<file path="config.mk">
export PLATFORM = sky130hd
export DESIGN_NAME = midi_msg_rx
export DESIGN_NICKNAME = d
export VERILOG_FILES = /design/src/rtl/midi_msg_pkg.sv /design/src/rtl/midi_byte_rx.sv /design/src/rtl/midi_msg_rx.sv
export SDC_FILE = /design/constraint.sdc
export NUM_CORES = 1
export LEC_CHECK = 0
export CAP_MARGIN = 25
export CORE_MARGIN = 2
export CORE_UTILIZATION = 55
export DETAILED_ROUTE_END_ITERATION = 6
export GPL_ROUTABILITY_DRIVEN = 0
export PLACE_DENSITY = 0.75
export SLEW_MARGIN = 20
export SYNTH_ARGS = -nofsm -noshare
export SYNTH_HDL_FRONTEND = slang
export SYNTH_SLANG_ARGS = --single-unit
</file>
<file path="constraint.sdc">
create_clock -name clk -period 2.37 [get_ports clk]
set_clock_uncertainty 0.1 [all_clocks]
set_input_delay 0.474 -clock clk [delete_from_list [all_inputs] [get_ports clk]]
set_output_delay 0.474 -clock clk [all_outputs]
set_load 0.01 [all_outputs]
</file>
<file path="src/rtl/midi_msg_pkg.sv">
// Shared types, status-byte constants and length decode for the MIDI message receiver.
// MIDI_MSG_TIMESTAMP_EN adds a 16-bit millisecond timestamp to every stored message.
package midi_msg_pkg;

`ifdef MIDI_MSG_TIMESTAMP_EN
    localparam int MSG_W = 40;
`else
    localparam int MSG_W = 24;
`endif

    typedef struct packed {
`ifdef MIDI_MSG_TIMESTAMP_EN
        logic [15:0] ts;
`endif
        logic [7:0]  status;
        logic [7:0]  data1;
        logic [7:0]  data2;
    } midi_msg_t;

    typedef enum logic [1:0] {RX_IDLE, RX_START, RX_DATA, RX_STOP} rx_state_t;

    localparam logic [7:0] ST_NOTE_OFF  = 8'h80;
    localparam logic [7:0] ST_NOTE_ON   = 8'h90;
    localparam logic [7:0] ST_POLY_AT   = 8'hA0;
    localparam logic [7:0] ST_CTRL      = 8'hB0;
    localparam logic [7:0] ST_PROG      = 8'hC0;
    localparam logic [7:0] ST_CHAN_AT   = 8'hD0;
    localparam logic [7:0] ST_PITCH     = 8'hE0;
    localparam logic [7:0] ST_SYSEX     = 8'hF0;
    localparam logic [7:0] ST_MTC       = 8'hF1;
    localparam logic [7:0] ST_SPP       = 8'hF2;
    localparam logic [7:0] ST_SONG_SEL  = 8'hF3;
    localparam logic [7:0] ST_TUNE      = 8'hF6;
    localparam logic [7:0] ST_EOX       = 8'hF7;
    localparam logic [7:0] RT_BASE      = 8'hF8;

    // Number of data bytes following a status byte; 0 also marks "cannot be running status".
    function automatic logic [1:0] data_len(input logic [7:0] status);
        case (status[7:4])
            4'h8, 4'h9, 4'hA, 4'hB, 4'hE: return 2'd2;
            4'hC, 4'hD:                   return 2'd1;
            4'hF: begin
                if (status == ST_MTC || status == ST_SONG_SEL) return 2'd1;
                if (status == ST_SPP)                          return 2'd2;
                return 2'd0;
            end
            default:                      return 2'd0;
        endcase
    endfunction

endpackage

</file>
<file path="src/rtl/midi_byte_rx.sv">
// MIDI UART byte receiver: synchroniser, start/data/stop FSM, mid-bit sampling.
// Latency: byte_valid pulses in the cycle of the stop-bit sample.
// Backpressure: none; bytes are delivered as pulses and must be consumed immediately.
module midi_byte_rx
    import midi_msg_pkg::*;
#(
    parameter int CLK_HZ      = 50000000,
    parameter int BAUD        = 31250,
    parameter int SYNC_STAGES = 2
) (
    input  logic       clk,
    input  logic       rst_n,
    input  logic       din,
    output logic [7:0] rx_byte,
    output logic       byte_valid,
    output logic       frame_err_pulse
);
    localparam int DIV = CLK_HZ / BAUD;
    localparam int CW  = $clog2(DIV) + 1;

    logic [SYNC_STAGES-1:0] sync_q;
    logic                   line_prev;
    logic                   line;
    logic                   fall;
    logic [CW-1:0]          bit_cnt;
    logic [2:0]             bit_idx;
    logic [7:0]             shift_q;
    logic                   tick;
    rx_state_t              state, state_nxt;

    assign line = sync_q[SYNC_STAGES-1];
    assign fall = line_prev & ~line;
    assign tick = (bit_cnt == '0);

    always_ff @(posedge clk or negedge rst_n) begin
        if (!rst_n) begin
            sync_q    <= '1;
            line_prev <= 1'b1;
        end else begin
            sync_q    <= {sync_q[SYNC_STAGES-2:0], din};
            line_prev <= line;
        end
    end

    always_ff @(posedge clk or negedge rst_n) begin
        if (!rst_n) state <= RX_IDLE;
        else        state <= state_nxt;
    end

    always_comb begin
        state_nxt = state;
        case (state)
            RX_IDLE:  if (fall) state_nxt = RX_START;
            RX_START: if (tick) state_nxt = line ? RX_IDLE : RX_DATA;
            RX_DATA:  if (tick && bit_idx == 3'd7) state_nxt = RX_STOP;
            RX_STOP:  if (tick) state_nxt = RX_IDLE;
            default:  state_nxt = RX_IDLE;
        endcase
    end

    // Counter holds the half-bit preload while idle so the start bit is sampled mid-bit.
    always_ff @(posedge clk or negedge rst_n) begin
        if (!rst_n) begin
            bit_cnt <= CW'(DIV / 2);
            bit_idx <= 3'd0;
            shift_q <= 8'h00;
        end else begin
            if (state == RX_IDLE)  bit_cnt <= CW'(DIV / 2);
            else if (tick)         bit_cnt <= CW'(DIV - 1);
            else                   bit_cnt <= bit_cnt - CW'(1);

            if (state != RX_DATA)  bit_idx <= 3'd0;
            else if (tick)         bit_idx <= bit_idx + 3'd1;

            if (state == RX_DATA && tick) shift_q <= {line, shift_q[7:1]};
        end
    end

    always_comb begin
        rx_byte         = shift_q;
        byte_valid      = 1'b0;
        frame_err_pulse = 1'b0;
        if (state == RX_STOP && tick) begin
            byte_valid      = line;
            frame_err_pulse = ~line;
        end
    end

endmodule

</file>
<file path="src/rtl/midi_msg_rx.sv">
// MIDI input: bytes -> complete messages (running status, real-time, channel filter) -> message FIFO.
// Latency: msg_valid one cycle after the stop sample, FIFO write on the next edge (empty falls 2 cycles after).
// Backpressure: none upstream; a full FIFO drops the message and sets sticky overflow. MIDI_MSG_TIMESTAMP_EN adds ms timestamps.
module midi_msg_rx
    import midi_msg_pkg::*;
#(
    parameter int CLK_HZ      = 50000000,
    parameter int BAUD        = 31250,
    parameter int FIFO_DEPTH  = 16,
    parameter int SYNC_STAGES = 2
) (
    input  logic                            clk,
    input  logic                            reset,
    input  logic                            din,
    input  logic [15:0]                     chan_mask,
    input  logic                            rd_en,
    output logic [MSG_W-1:0]                dout,
    output logic                            empty,
    output logic                            full,
    output logic [$clog2(FIFO_DEPTH):0]     count,
    output logic                            overflow,
    output logic                            frame_err
);
    localparam int AW = $clog2(FIFO_DEPTH);
    localparam logic [AW:0] DEPTH_C = FIFO_DEPTH[AW:0];

    logic [7:0] rx_byte;
    logic       byte_valid;
    logic       frame_err_pulse;

    midi_byte_rx #(
        .CLK_HZ      (CLK_HZ),
        .BAUD        (BAUD),
        .SYNC_STAGES (SYNC_STAGES)
    ) u_byte_rx (
        .clk             (clk),
        .rst_n           (reset),
        .din             (din),
        .rx_byte         (rx_byte),
        .byte_valid      (byte_valid),
        .frame_err_pulse (frame_err_pulse)
    );

`ifdef MIDI_MSG_TIMESTAMP_EN
    localparam int MS_DIV = CLK_HZ / 1000;
    logic [31:0] ms_cnt;
    logic [15:0] ts_cnt;

    always_ff @(posedge clk or negedge reset) begin
        if (!reset) begin
            ms_cnt <= '0;
            ts_cnt <= '0;
        end else if (ms_cnt == 32'(MS_DIV - 1)) begin
            ms_cnt <= '0;
            ts_cnt <= ts_cnt + 16'd1;
        end else begin
            ms_cnt <= ms_cnt + 32'd1;
        end
    end
`endif

    // run_st doubles as running status and pending system-common status (0 = none).
    logic [7:0] run_st, run_st_nxt;
    logic [7:0] d1_q, d1_nxt;
    logic       have_q, have_nxt;
    logic       sysex_q, sysex_nxt;
    logic       emit;
    midi_msg_t  em;
    logic       msg_valid;
    midi_msg_t  msg_q;

    always_comb begin
        run_st_nxt = run_st;
        d1_nxt     = d1_q;
        have_nxt   = have_q;
        sysex_nxt  = sysex_q;
        emit       = 1'b0;
        em         = '0;
`ifdef MIDI_MSG_TIMESTAMP_EN
        em.ts      = ts_cnt;
`endif
        if (byte_valid) begin
            if (rx_byte >= RT_BASE) begin
                emit      = 1'b1;
                em.status = rx_byte;
            end else if (rx_byte[7]) begin
                have_nxt   = 1'b0;
                sysex_nxt  = (rx_byte == ST_SYSEX);
                run_st_nxt = (data_len(rx_byte) != 2'd0) ? rx_byte : 8'h00;
                if (rx_byte == ST_TUNE) begin
                    emit      = 1'b1;
                    em.status = rx_byte;
                end
            end else if (!sysex_q && run_st != 8'h00) begin
                if (data_len(run_st) == 2'd1 || have_q) begin
                    em.status = run_st;
                    em.data1  = have_q ? d1_q : rx_byte;
                    em.data2  = have_q ? rx_byte : 8'h00;
                    have_nxt  = 1'b0;
                    emit      = (run_st >= ST_SYSEX) || chan_mask[run_st[3:0]];
                    if (run_st >= ST_SYSEX) run_st_nxt = 8'h00;
                end else begin
                    d1_nxt   = rx_byte;
                    have_nxt = 1'b1;
                end
            end
        end
    end

    always_ff @(posedge clk or negedge reset) begin
        if (!reset) begin
            run_st    <= 8'h00;
            d1_q      <= 8'h00;
            have_q    <= 1'b0;
            sysex_q   <= 1'b0;
            msg_valid <= 1'b0;
            msg_q     <= '0;
        end else begin
            run_st    <= run_st_nxt;
            d1_q      <= d1_nxt;
            have_q    <= have_nxt;
            sysex_q   <= sysex_nxt;
            msg_valid <= emit;
            msg_q     <= em;
        end
    end

    midi_msg_t   mem [FIFO_DEPTH];
    logic [AW-1:0] wr_ptr, rd_ptr;
    logic [AW:0]   cnt;
    logic          do_rd, do_wr;

    assign empty = (cnt == '0);
    assign full  = (cnt == DEPTH_C);
    assign count = cnt;
    assign dout  = empty ? '0 : mem[rd_ptr];
    assign do_rd = rd_en && !empty;
    // A read in the same cycle frees the slot, so a write into a full FIFO still lands.
    assign do_wr = msg_valid && (!full || do_rd);

    always_ff @(posedge clk) begin
        if (do_wr) mem[wr_ptr] <= msg_q;
    end

    always_ff @(posedge clk or negedge reset) begin
        if (!reset) begin
            wr_ptr    <= '0;
            rd_ptr    <= '0;
            cnt       <= '0;
            overflow  <= 1'b0;
            frame_err <= 1'b0;
        end else begin
            if (do_wr) wr_ptr <= wr_ptr + AW'(1);
            if (do_rd) rd_ptr <= rd_ptr + AW'(1);
            case ({do_wr, do_rd})
                2'b10:   cnt <= cnt + (AW+1)'(1);
                2'b01:   cnt <= cnt - (AW+1)'(1);
                default: cnt <= cnt;
            endcase
            if (msg_valid && !do_wr) overflow <= 1'b1;
            if (frame_err_pulse)     frame_err <= 1'b1;
        end
    end

endmodule

</file>
==> impl_metrics.tcl <==
set metrics [dict create \
    grt_pass1_vias 9406 \
    hp-class "primary input to register" \
    placementRows 65 \
    initial_core_util 0.555 \
    area_delta_synth_final_pct 22.0 \
    ys_seq_area_frac 0.729 \
    fill_cells 1912 \
    wl_per_cell_um 25.7 \
    drc 0 \
    regToRegEndpoint "count[4]" \
    grt_use_total 0.239 \
    synth_ff_type "edfxtp_1" \
    drtIter0Drc 891 \
    nets 1087 \
    diodes 0 \
    ys_ff_latch 435 \
    place_hpwl_um 19900 \
    final_util 0.677 \
    critPathCapture "dout[21]" \
    fin_cells 1493 \
    total_leakage_power_nw 8.32 \
    startpoint "rd_ptr[0]" \
    grt_pass1_wl_um 57900 \
    startpoint_type "register" \
    cts_root_buf "clkbuf_16" \
    rsz0062_at_grt "yes" \
    status "complete, but fails checks" \
    tns_ns -11.78 \
    viasPerCell 6.08 \
    p_seq_frac 0.407 \
    clock_sinks 435 \
    grt_antenna_before_repair 0 \
    grt_max_degree 41 \
    maxSlewHeadroom 0.544 \
    hold_violations 0 \
    netlist_instances 903 \
    max_freq_mhz 336 \
    seqCellArea_sq_um 12700 \
    grt-ovfl-total 0 \
    finalHoldWorstSlack_ns 0.251 \
    cp.required_ns 1.80 \
    multi_input_area_sq_um 4700 \
    period_share 1.26 \
    layout_setup_ws_ns -0.609 \
    critPathKind "register to primary output" \
    ios 53 \
    first_pass_iters 5 \
    r2r-start "count[1]" \
    maxCapViolCount 0 \
    synth_edf_count 352 \
    total_power_mw 21.3 \
    netlist_area_sq_um 17400 \
    worstMarginPinSlew_ns 0.681 \
    htreeDepth 2 \
    ys_types 65 \
    cts_tree "done" \
    die_y_um 182 \
    clk_latency_ns 0.54 \
    violations "setup timing" \
    critPathMaxFanout 8 \
    cts_buffers 44 \
    coreArea_sq_um 31300 \
    dpl.cell_count 1387 \
    power_frac_clock 0.342 \
    yosys_warnings 0 \
    cts.path.max_buffers 3 \
    p_int_mw 15.8 \
    switching_share 0.260 \
    drive_above_1_share 0.324 \
    die_w_um 182 \
    hold_start "din" \
    dieArea_sq_um 33000 \
    vias 9079 \
    worst_setup_hold_path_clk_slew_ns 0.06 \
    setup_viol 22 \
    powerDensity_nw_per_um2 1000 \
    worst_ep_arrival_time_ns 2.41 \
    worst_r2r_path_depth 11 \
    p_comb_frac 0.251 \
    async_flop_share 0.191 \
    ant_nets 0 \
    finalCriticalPeriod_ns 2.98 \
    slew_viol_final 0 \
    io_buffers 50 \
    rrSetupSlack_ns 0.04 \
    avgSynthCellArea_sq_um 19.2 \
    endpoint_kind "primary output" \
    peakVddDrop_mv 0.639 \
    wirelength_um 38300 \
    p_sw_mw 5.54 \
]
worst max-delay path, stage by stage (launching register included):
cell     delay (ns)
dfrtp_4        0.53
buf_12         0.20
buf_12         0.14
mux4_2         0.52
mux2i_2        0.21
o22ai_2        0.12
buf_2          0.15
power groups by stage:
stage / clock, mW / sequential (mW) / combinational [mW]
floorplan: 0 / 8.69 / 2.62
global placement: 0 / 8.78 / 4.40
detailed placement: 0 / 8.78 / 4.47
CTS: 7.35 / 8.65 / 5.32
global route: 7.69 / 8.68 / 5.65
finish: 7.29 / 8.66 / 5.34
metal layers:
metal  GRT usage  wire, um  vias up
li1            -         -     3941
met2       0.411     19600      374
met1       0.321     15300     4696
met3      0.0393      2680       68
met4      0.0631       773        0
met5           0         0        -
state kept, by name, indices dropped and copies added, names as in the netlist, named ones only:
name and cells:
u_byte_rx.rx_byte 8, have_q 1, overflow 1, count 5, msg_valid 1, frame_err 1, u_byte_rx.bit_cnt 12, d1_q 7
u_byte_rx.bit_idx 3, u_byte_rx.sync_q 2, u_byte_rx.state 1, rd_ptr 4, sysex_q 1, msg_q 22, u_byte_rx.line_prev 1, wr_ptr 4
mem 352, run_st 8
worst min path at each step:
stage | endpoint | slack [ns] | depth (start not counted)
after floorplan | asynchronous set/reset pin | 0.08 | 0
after global placement | u_byte_rx.sync_q[1] | 0.25 | 0
after detailed placement | u_byte_rx.sync_q[1] | 0.25 | 0
final | u_byte_rx.sync_q[0] | 0.25 | 1
after global routing | u_byte_rx.sync_q[0] | 0.25 | 1
after CTS | u_byte_rx.sync_q[0] | 0.25 | 1
cells by family (layout without fill, tap and decap cells):
logic type | count (synthesis) | in the layout | synth area share
xor+xnor | 18 | 18 | 0.00908
compound gates | 81 | 81 | 0.0305
mux | 166 | 166 | 0.165
simple gates | 134 | 134 | 0.0435
other cells | 1 | 2 | 0.000216
buf+inv | 56 | 243 | 0.0139
fa+ha+maj | 12 | 12 | 0.00908
flops | 435 | 435 | 0.729
cell type report:
class / count / area share
Multi-Input combinational cell: 413 / 0.222
Clock buffer: 65 / 0.0615
Sequential cell: 435 / 0.598
Clock inverter: 17 / 0.0119
Inverter: 12 / 0.00236
Tap cell: 402 / 0.0237
Timing Repair Buffer: 149 / 0.0813
cell usage in the layout, fill, tap and decap left out, types with 10 or more instances in the layout:
master / instances
edfxtp_1: 352
mux4_2: 92
dfrtp_1: 74
clkbuf_16: 47
buf_4: 45
mux2i_1: 38
buf_12: 38
nor2_1: 36
nand2_1: 27
clkdlybuf4s50_1: 25
buf_2: 21
and2_1: 17
a21oi_1: 15
mux2i_2: 15
xnor2_1: 15
o22ai_1: 14
o21ai_0: 13
and3_1: 12
clkbuf_1: 11
inv_1: 10
timing repair:
item	4_1_cts	5_1_grt
hold endpoints to repair	26	0
setup endpoints to repair	26	33
pin swaps	17	17
gates cloned	5	1
hold buffers	1	0
gates resized for setup	145	24
setup buffers	14	10
metrics by stage:
stage	setup slack (ns)	cell area, sq um
floorplan	0.0159	17400
detailed placement	-0.371	19200
finish	-0.609	21200
CTS	-0.646	21200
global route	-0.680	21200
global placement	-0.318	19200
Yosys cell counts (6+ instances only):
master	n	area, sq um
a21oi_1	16	80.1
and2_1	17	106
and3_1	12	75.1
buf_2	13	65.1
clkbuf_1	27	101
dfrtp_1	77	1930
dfstp_2	6	158
edfxtp_1	352	10600
ha_1	11	138
inv_1	11	41.3
mux2_1	10	113
mux2_4	7	105
mux2i_1	54	541
mux4_2	92	2070
nand2_1	28	105
nor2_1	36	135
o21ai_0	14	70.1
o22ai_1	22	138
xnor2_1	15	131
No activity file was read; power rests on OpenSTA's default activity.
